`src/rtl/data_mem_copy_pkg.sv`:
```
// rtl/data_mem_copy_pkg.sv - shared types and default widths for the data memory copy engine
package data_mem_copy_pkg;

    localparam int DMC_DATA_SIZE = 8;
    localparam int DMC_ADDR_SIZE = 5;

    typedef enum logic [1:0] {
        IDLE,
        READ,
        WRITE,
        DONE
    } copy_state_t;

endpackage

```
`src/rtl/data_mem_copy_engine.sv`:
```
// rtl/data_mem_copy_engine.sv - word-by-word block copier on the data memory port (option: DATA_MEM_COPY_CHECKSUM_EN)
module data_mem_copy_engine
    import data_mem_copy_pkg::*;
#(
    parameter int DATA_SIZE = DMC_DATA_SIZE,
    parameter int ADDR_SIZE = DMC_ADDR_SIZE
) (
    input  logic                 clk,
    input  logic                 rstn,
    input  logic                 start,
    input  logic [ADDR_SIZE-1:0] src_addr,
    input  logic [ADDR_SIZE-1:0] dst_addr,
    input  logic [ADDR_SIZE:0]   len,
    output logic                 busy,
    output logic                 done,
    output logic                 mem_w,
    output logic [ADDR_SIZE-1:0] mem_addr,
    output logic [DATA_SIZE-1:0] mem_wdata,
    input  logic [DATA_SIZE-1:0] mem_rdata
`ifdef DATA_MEM_COPY_CHECKSUM_EN
    ,
    output logic [DATA_SIZE-1:0] checksum
`endif
);

    localparam logic [ADDR_SIZE:0] IDX_ONE = {{ADDR_SIZE{1'b0}}, 1'b1};

    copy_state_t            state_q;
    copy_state_t            state_d;
    logic [ADDR_SIZE-1:0]   src_q;
    logic [ADDR_SIZE-1:0]   dst_q;
    logic [ADDR_SIZE:0]     len_q;
    logic [ADDR_SIZE:0]     idx_q;
    logic [DATA_SIZE-1:0]   buf_q;
    logic [ADDR_SIZE-1:0]   idx_lo;
    logic                   last_word;

    // Addresses wrap silently: only the low ADDR_SIZE bits of idx take part.
    assign idx_lo    = idx_q[ADDR_SIZE-1:0];
    assign last_word = (idx_q + IDX_ONE) == len_q;

    always_comb begin
        state_d = state_q;
        case (state_q)
            IDLE:    if (start) state_d = (len == '0) ? DONE : READ;
            READ:    state_d = WRITE;
            WRITE:   state_d = last_word ? DONE : READ;
            DONE:    state_d = IDLE;
            default: state_d = IDLE;
        endcase
    end

    always_ff @(posedge clk) begin
        if (!rstn) begin
            state_q <= IDLE;
            src_q   <= '0;
            dst_q   <= '0;
            len_q   <= '0;
            idx_q   <= '0;
            buf_q   <= '0;
        end else begin
            state_q <= state_d;
            case (state_q)
                IDLE: begin
                    if (start) begin
                        src_q <= src_addr;
                        dst_q <= dst_addr;
                        len_q <= len;
                        idx_q <= '0;
                    end
                end
                READ:    buf_q <= mem_rdata;
                WRITE:   idx_q <= idx_q + IDX_ONE;
                default: ;
            endcase
        end
    end

    always_comb begin
        busy      = (state_q != IDLE);
        done      = (state_q == DONE);
        mem_w     = 1'b0;
        mem_addr  = '0;
        mem_wdata = '0;
        case (state_q)
            READ:  mem_addr = src_q + idx_lo;
            WRITE: begin
                mem_addr  = dst_q + idx_lo;
                mem_wdata = buf_q;
                mem_w     = 1'b1;
            end
            default: ;
        endcase
    end

`ifdef DATA_MEM_COPY_CHECKSUM_EN
    logic [DATA_SIZE-1:0] sum_q;

    always_ff @(posedge clk) begin
        if (!rstn) begin
            sum_q <= '0;
        end else if (state_q == IDLE && start) begin
            sum_q <= '0;
        end else if (state_q == WRITE) begin
            sum_q <= sum_q + buf_q;
        end
    end

    assign checksum = sum_q;
`endif

endmodule
```
`config.mk`:
```
export PLATFORM = sky130hd
export DESIGN_NAME = data_mem_copy_engine
export DESIGN_NICKNAME = d
export VERILOG_FILES = /design/src/rtl/data_mem_copy_pkg.sv /design/src/rtl/data_mem_copy_engine.sv
export SDC_FILE = /design/constraint.sdc
export NUM_CORES = 1
export LEC_CHECK = 0
export CORE_ASPECT_RATIO = 2
export CORE_MARGIN = 3
export CORE_UTILIZATION = 30
export DETAILED_ROUTE_END_ITERATION = 10
export PLACE_DENSITY = 0.49
export SLEW_MARGIN = 20
export SYNTH_ARGS = -nofsm -noshare
export SYNTH_HDL_FRONTEND = slang
export SYNTH_SLANG_ARGS = --single-unit
```
`constraint.sdc`:
```
create_clock -name clk -period 3.3 [get_ports clk]
set_input_delay 0.33 -clock clk [delete_from_list [all_inputs] [get_ports clk]]
set_output_delay 0.33 -clock clk [all_outputs]
set_load 0.005 [all_outputs]
```
==> results.json <==
{
  "finalWirelength_um": 4560,
  "die_height_um": 116,
  "vias_per_cell": 4.89,
  "seq_area_frac_synth_pct": 35.5,
  "htreeDepth": 2,
  "ant_nets": 0,
  "finalCritPeriodShare_pct": 93.4,
  "ys_ff_latch": 32,
  "crit_fanout": 4,
  "antenna_found_initial": 0,
  "clkSinkCount": 32,
  "critPathLaunchType": "flip-flop",
  "critPathKind": "flip-flop to primary output",
  "finalWeightedCongestion": 0.751,
  "synth_compound_area_share_pct": 16.1,
  "end_kind": "primary output",
  "wl_met2_um": 2480,
  "fill_cells": 595,
  "ios": 43,
  "clock_power_share_pct": 30.7,
  "sw_frac_of_total_pct": 32.9,
  "fin_skew_ps": 4.23,
  "multi_input_area_um2": 1090,
  "rsz0062_at_grt": "no",
  "synth-edff-count": 0,
  "wl_met1_um": 1780,
  "synth_area_leaders": "dfxtp_1 (35%), a21boi_1 (8.3%), nand2_1 (7.9%)",
  "cts_hold_buf": 0,
  "die_area_um2": 7050,
  "dp_hpwl_um": 3450,
  "synth_cell_types": 40,
  "synth-xor-area-share_pct": 4.85,
  "synthFlopType": "dfxtp_1",
  "drt_iter0_drc": 41,
  "final_cell_mix": "clkdlybuf4s50_1 (42), nand2_1 (38), dfxtp_1 (32)",
  "firstDrtPassIters": 4,
  "worstPathArrival_ps": 2750,
  "ff_latch_area_um2": 641,
  "die_w_um": 60.9,
  "hold_violations": 0,
  "yosysTopAreaCellShare_pct": 35.5,
  "p_switching_mw": 0.484,
  "syn_area_per_cell_um2": 8.73,
  "synth-simple-area-share_pct": 24.4,
  "synth_nets": 244,
  "clk_latency_ps": 280,
  "route.detailed.drc": 0,
  "diodes": 0,
  "root_buffer": "clkbuf_16",
  "critPathRequiredTime_ps": 2970,
  "yosysTopAreaCell": "dfxtp_1",
  "wl_per_cell_um": 14.7,
  "status": "finished clean",
  "ff2ff_path_depth": 6,
  "initial_core_util_pct": 31.4,
  "final_common_cell": "clkdlybuf4s50_1",
  "max_freq_mhz": 324,
  "layout-drive-gt1-share_pct": 7.20,
  "yosysWarnings": 0,
  "maxCapViolCount": 0,
  "final_max_slew_viol_count": 0,
  "syn2layout_area_growth_pct": 34.1,
  "grt_first_pass_wirelength_um": 7360,
  "hp-class": "flip-flop to flip-flop",
  "cts_tree": "done",
  "finalSetupTns_ps": 0,
  "p_comb_share_pct": 34.5,
  "top_layer": "met4",
  "p_total_mw": 1.47,
  "power_density_nw_per_um2": 607,
  "rows": 39,
  "synth_top_family_by_area": "simple AND/OR/NAND/NOR gates",
  "setup_violations": 0,
  "track_usage_pct": 14.4,
  "port_buffers": 42,
  "grt-ovfl-total": 0,
  "synth_area_um2": 1810,
  "seq_power_share_pct": 34.9,
  "fin_nets": 286,
  "synthArstFlopShare_pct": 0,
  "synthAdderAreaFrac_pct": 7.34,
  "grt_max_degree": 21,
  "wl_met3_um": 189,
  "p_leak_nw": 0.913,
  "p_int_mw": 0.988,
  "core_area_um2": 5760,
  "grt_pass1_vias": 1515,
  "route.vias.total": 1520,
  "finalCriticalPeriod_ps": 3080,
  "cts_buffer_depth": 2,
  "maxSlewHeadroom_pct": 56.1,
  "worst_pin_slew_ps": 656,
  "numCtsBuffers": 5,
  "whs_path_depth": 2,
  "ir_worst_vdd_v": 0.000232,
  "clk_pin_slew_ps": 60,
  "synthCells": 207,
  "synth.mux.area_fraction_pct": 7.48
}
[repair_timing]
item                                    in CTS  in global routing
buffers inserted                             0                  0
endpoints found under the setup margin       0                  1
gates resized for setup                      0                  3
[flip-flops by register name, summed over array words and instances, names as in the netlist]
name	count
buf_q	8
src_q	5
state_q	2
idx_q	6
len_q	6
dst_q	5
[per-layer routing]
metal / track usage [%] / vias to the layer above
li1: - / 776
met4: 5.50 / 0
met5: 0 / -
met2: 25.9 / 36
met1: 15.6 / 699
met3: 3.34 / 9
[logic make-up after synthesis]
kind of cell	count (synthesis)
muxes	13
buffers and inverters	16
AOI/OAI and AO/OA	40
and+or+nand+nor	86
xor gates and xnor gates	10
adders and majority gates	10
DFF	32
[Yosys cell counts (2+ instances only)]
library cell,count
a21boi_1,20
a21oi_1,2
and2_1,12
buf_2,3
buf_4,4
clkbuf_1,3
dfxtp_1,32
ha_1,9
inv_1,5
mux2_1,3
mux2i_1,9
nand2_1,38
nand2b_1,3
nand3_1,3
nand3b_1,2
nor2_1,3
nor2b_1,14
nor3_1,3
nor4_1,2
o21a_1,2
o21ai_0,3
o21ai_1,6
xnor2_1,8
xor2_1,2
[power by group through the flow]
| stage | Sequential (mW) | Clock [mW] | Combinational [mW] |
|---|---|---|---|
| finish | 0.513 | 0.451 | 0.507 |
| global route | 0.525 | 0.486 | 0.571 |
| CTS | 0.516 | 0.464 | 0.516 |
| detailed placement | 0.525 | 0 | 0.511 |
| global placement | 0.524 | 0 | 0.514 |
| floorplan | 0.507 | 0 | 0.344 |
[per-stage QoR]
stage	std cells	hold WS (ps)	worst slack [ps]	cell area [µm²]	util, %
2_1_floorplan	207	431	782	1810	-
5_1_grt	311	481	61.0	2420	42.1
4_1_cts	311	458	141	2410	41.9
6_report	311	455	217	2420	42.1
3_5_place_dp	303	450	433	2270	39.4
3_3_place_gp	303	446	462	2270	39.4
[critical path: stages, from the launching register on]
cell and delay, ps:
dfxtp_1 350, inv_1 90, ha_2 220, mux2_1 200, ha_1 150, inv_1 50, fa_1 390, nor2b_2 140
o21a_1 140, nor3_1 50, and3b_1 200, clkdlybuf4s50_1 490
[final cells by class]
class / count / area share, %
Multi-Input combinational cell: 159 / 45.1
Sequential cell: 32 / 26.4
Timing Repair Buffer: 45 / 18.4
Clock buffer: 5 / 5.17
Tap cell: 61 / 3.15
Inverter: 6 / 0.930
Clock inverter: 3 / 0.775
[worst paths after layout]
| check | to | startpoint | slack (ps) |
|---|---|---|---|
| setup / recovery | mem_addr[4] | state_q[0] | 220 |
| hold / removal | dst_q[2] | dst_q[2] | 460 |
| setup reg to reg | idx_q[2] | state_q[1] | 1450 |
| hold reg to reg | dst_q[2] | dst_q[2] | 460 |
No activity file was read; power rests on OpenSTA's default activity.
